`src/rtl/axis_oversampler.sv`:
```
// Transmit-side 1-bit AXI-Stream oversampler: each accepted symbol (data + last)
// is re-emitted as OVERSAMPLE identical beats, honouring backpressure on both sides.
module axis_oversampler #(
  parameter int OVERSAMPLE = 4,
  parameter int CNT_W      = $clog2(OVERSAMPLE)
) (
  input  logic i_clk,
  input  logic i_rst,
  input  logic s_axis_tdata,
  input  logic s_axis_tlast,
  input  logic s_axis_tvalid,
  output logic s_axis_tready,
  output logic m_axis_tdata,
  output logic m_axis_tlast,
  output logic m_axis_tvalid,
  input  logic m_axis_tready,
  output logic o_busy
);

  typedef enum logic {IDLE = 1'b0, SEND = 1'b1} state_t;

  localparam logic [CNT_W-1:0] CNT_LAST = CNT_W'(OVERSAMPLE - 1);

  state_t           state_q, state_d;
  logic [CNT_W-1:0] cnt_q, cnt_d;
  logic             data_q, data_d;
  logic             last_q, last_d;
  logic             beat_acc;
  logic             final_beat;
  logic             sym_acc;

  assign beat_acc   = (state_q == SEND) && m_axis_tready;
  assign final_beat = beat_acc && (cnt_q == CNT_LAST);

  // Refilling on the final replica keeps the output stream gap-free.
  assign s_axis_tready = !i_rst && ((state_q == IDLE) || final_beat);
  assign sym_acc       = s_axis_tvalid && s_axis_tready;

  always_comb begin
    state_d = state_q;
    cnt_d   = cnt_q;
    data_d  = data_q;
    last_d  = last_q;
    if (sym_acc) begin
      state_d = SEND;
      cnt_d   = '0;
      data_d  = s_axis_tdata;
      last_d  = s_axis_tlast;
    end else if (final_beat) begin
      state_d = IDLE;
      cnt_d   = '0;
    end else if (beat_acc) begin
      cnt_d = cnt_q + CNT_W'(1);
    end
  end

  always_ff @(posedge i_clk) begin
    if (i_rst) begin
      state_q <= IDLE;
      cnt_q   <= '0;
      data_q  <= 1'b0;
      last_q  <= 1'b0;
    end else begin
      state_q <= state_d;
      cnt_q   <= cnt_d;
      data_q  <= data_d;
      last_q  <= last_d;
    end
  end

  assign m_axis_tvalid = (state_q == SEND);
  assign m_axis_tdata  = data_q;
  assign m_axis_tlast  = last_q;
  assign o_busy        = (state_q == SEND);

endmodule

```
`config.mk`:
```
export PLATFORM = sky130hd
export DESIGN_NAME = axis_oversampler
export DESIGN_NICKNAME = d
export VERILOG_FILES = /design/src/rtl/axis_oversampler.sv
export SDC_FILE = /design/constraint.sdc
export NUM_CORES = 1
export LEC_CHECK = 0
export ABC_AREA = 1
export CAP_MARGIN = 20
export CORE_AREA = 2 2 39 41
export CTS_CLUSTER_SIZE = 8
export DETAILED_ROUTE_END_ITERATION = 8
export DIE_AREA = 0 0 41 43
export HOLD_SLACK_MARGIN = 0.06
export PLACE_DENSITY = 0.52
export SYNTH_ARGS = -nofsm -noshare
export SYNTH_HDL_FRONTEND = slang
export SYNTH_SLANG_ARGS = --single-unit
```
`constraint.sdc`:
```
create_clock -name i_clk -period 2.8 [get_ports i_clk]
set_input_delay 0.56 -clock i_clk [delete_from_list [all_inputs] [get_ports i_clk]]
set_output_delay 0.56 -clock i_clk [all_outputs]
set_load 0.005 [all_outputs]
```
==> results.md <==
- Clock period minus final worst setup slack: 2340 ps
- Global-route wire length before repair: 786 microns
- Register bit count reported by yosys: 5
- Postcts setup bufs: 0
- CP startpoint kind: input port
- Relative slew margins: 0.830
- Worst Tran Pin Value: around 250 ps
- PortBufs: 10
- # resized after CTS: 0
- CTS tree: yes
- Core Util, Final: 0.279
- Post-detail-place hpwl: 365 microns
- Sequential Power Share: 0.412
- Combinational Power Share: 0.162
- Via Count: 229
- Lkg Pwr: 0.158 nW
- Max cap viols: 0
- Vias per Instance: roughly 3.9
- Drt wl/cell: 7.76 microns
- Cell variety after synth: 14
- Sink Count: 5
- Worst path required time: 2240 ps
- Final setup fails: 0
- Share of layout cells above drive strength 1: 0.186
- Setup ws final: ~460 ps
- FP Rows: 14
- Hold Crit Depth: 2
- Post-synth net total: 37
- CTS Buf Count: 3
- CTS root buffer: clkbuf_4
- First-pass iteration count of the detailed router: 2
- Total gr overflow: 0
- Sequential area share after synthesis: 0.404
- Worst vdd ir: 297 uV
- Final Hold Violating Endpoints: 0
- Die Y: approximately 43 microns
- RSZ-0062 raised after global routing: no
- Area growth syn-to-layout: 56.1%
- Fmax: around 430 MHz
- Nets: around 50
- Psw: around 0.043 mW
- R2R cell count: 6
- Clock Skews: 1.43 ps
- Area of the core: between 0.001 and 0.0015 sq mm
- Avg Inst Size Synth: 8.26 sq um
- Final worst-path cycle share: 0.836
- Die span in x: 41 microns
- Outcome: complete, no violations
- Clock power frac: 0.426
- Critical Path End: s_axis_tready
- Setup TNS: 0 ps
- Initial antenna violation count: 0
- Critical path class: input port to output port
- P_int: 0.148 mW
- PwrDens: 495 mW/mm^2
- Largest net degree at the start of global routing: 9
- Yosys warnings: 0
- RR Endpoint: m_axis_tlast
- R2r startpoint: cnt_q[0]
- PnR Total Power: about 0.19 mW
- Slew Limit Fails: 0
- Vias in the first global route: 205
- R2R Setup Slk: 1740 ps
- # diodes: 0
- Crit end category: output port
- Crit path launch: m_axis_tready
- GRT Util Overall: 0.0703
- Drt drc: 0
- Starting DRT DRC Count: 5
- Die area: 0.00176 sq mm
- Initial core utilization: 0.179
- Crit-path max FO: 4
- Switch share: 0.227
- Clk slew on worst S/H paths: 40 ps
- Post-Syn Area: 248 sq um
- Worst skew pair latency: 240 ps
- CTS max path bufs: 2
- DRT antenna net count: 0
- H-tree levels: 1
- Final Wtd Congestion: ~0.63
- IO Pins: 11
- Post-Place Setup Slack: 448 ps
- Hold_buf cts: 0
- Cells after synthesis: 30
- CP arrival: about 1800 ps
- Routed wire length: approximately 460 microns
- Tightest Hold Check Type: flip-flop to flip-flop
==> worst min-delay path by stage <==
stage	end	slack, ps	from
2_1_floorplan	cnt_q[1]	440	cnt_q[1]
3_3_place_gp	m_axis_tlast	460	m_axis_tlast
3_5_place_dp	m_axis_tdata	460	m_axis_tdata
4_1_cts	cnt_q[1]	470	cnt_q[1]
5_1_grt	cnt_q[1]	480	cnt_q[1]
6_report	cnt_q[1]	460	cnt_q[1]
==> cells by family (layout without fill, tap and decap cells) <==
| kind of cell | count (synthesis) | count (layout) | synth area share |
|---|---|---|---|
| compound gates | 4 | 4 | 0.106 |
| buf+inv | 4 | 17 | 0.0758 |
| flops | 5 | 5 | 0.404 |
| xor+xnor | 1 | 1 | 0.0354 |
| fa+ha+maj | 1 | 1 | 0.0505 |
| simple gates | 15 | 15 | 0.328 |
==> Yosys cell counts <==
| library cell | n | share of area |
|---|---|---|
| dfxtp_1 | 5 | 0.40 |
| nor3_2 | 1 | 0.040 |
| xor2_1 | 1 | 0.035 |
| a21oi_2 | 1 | 0.035 |
| nand3_2 | 2 | 0.081 |
| nor2_1 | 1 | 0.015 |
| a21oi_1 | 2 | 0.040 |
| inv_1 | 3 | 0.045 |
| nand2_1 | 7 | 0.11 |
| o211ai_1 | 1 | 0.030 |
| buf_4 | 1 | 0.030 |
| nand3_1 | 3 | 0.061 |
| ha_1 | 1 | 0.050 |
| nor2_2 | 1 | 0.025 |
==> metrics by stage <==
stage	std cells	hold slack [ps]	cell area, sq um
2_1_floorplan	30	443	248
5_1_grt	59	480	387
6_report	59	465	387
4_1_cts	59	468	387
3_3_place_gp	55	456	360
3_5_place_dp	55	460	360
==> sequential cells by signal, indices dropped and copies added (netlist names) <==
| register | count |
|---|---|
| m_axis_tvalid | 1 |
| cnt_q | 2 |
| m_axis_tdata | 1 |
| m_axis_tlast | 1 |
==> layout by cell type, fill, tap and decap left out <==
cell / netlist / final
clkdlybuf4s50_1: 0 / 10
nand2_1: 7 / 7
dfxtp_1: 5 / 5
inv_1: 3 / 3
nand3_1: 3 / 3
clkbuf_4: 0 / 3
nand3_2: 2 / 2
a21oi_1: 2 / 2
a21oi_2: 1 / 1
nor2_1: 1 / 1
nor3_2: 1 / 1
xor2_1: 1 / 1
o211ai_1: 1 / 1
nor2_2: 1 / 1
ha_1: 1 / 1
clkbuf_1: 0 / 1
==> layer usage <==
| metal | vias to the layer above | routed length [microns] | GRT usage |
|---|---|---|---|
| li1 | 125 | - | - |
| met1 | 95 | 193 | 0.0772 |
| met2 | 9 | 221 | 0.0875 |
| met3 | 0 | 43 | 0.0628 |
| met4 | 0 | 0 | 0.0400 |
| met5 | - | 0 | 0 |
==> power by group through the flow <==
| stage | combinational, mW | clock, mW | sequential, mW |
|---|---|---|---|
| 6_report | 0.0310 | 0.0816 | 0.0788 |
| 5_1_grt | 0.0351 | 0.0921 | 0.0793 |
| 4_1_cts | 0.0316 | 0.0869 | 0.0789 |
| 3_5_place_dp | 0.0314 | 0 | 0.0801 |
| 3_3_place_gp | 0.0317 | 0 | 0.0801 |
| 2_1_floorplan | 0.0128 | 0 | 0.0800 |
==> worst max-delay path, stage by stage <==
cell             delay [ps]
clkdlybuf4s50_1         540
a21oi_2                  90
nor2_1                   90
clkdlybuf4s50_1         500
==> area by class of cell <==
class | count | area (sq um)
Sequential cell | 5 | 100
Tap cell | 16 | 20.0
Fill cell | 169 | 997
Inverter | 3 | 11.3
Multi-Input combinational cell | 21 | 129
Timing Repair Buffer | 10 | 100
Clock buffer | 4 | 26.3
No activity file was read; power rests on OpenSTA's default activity.
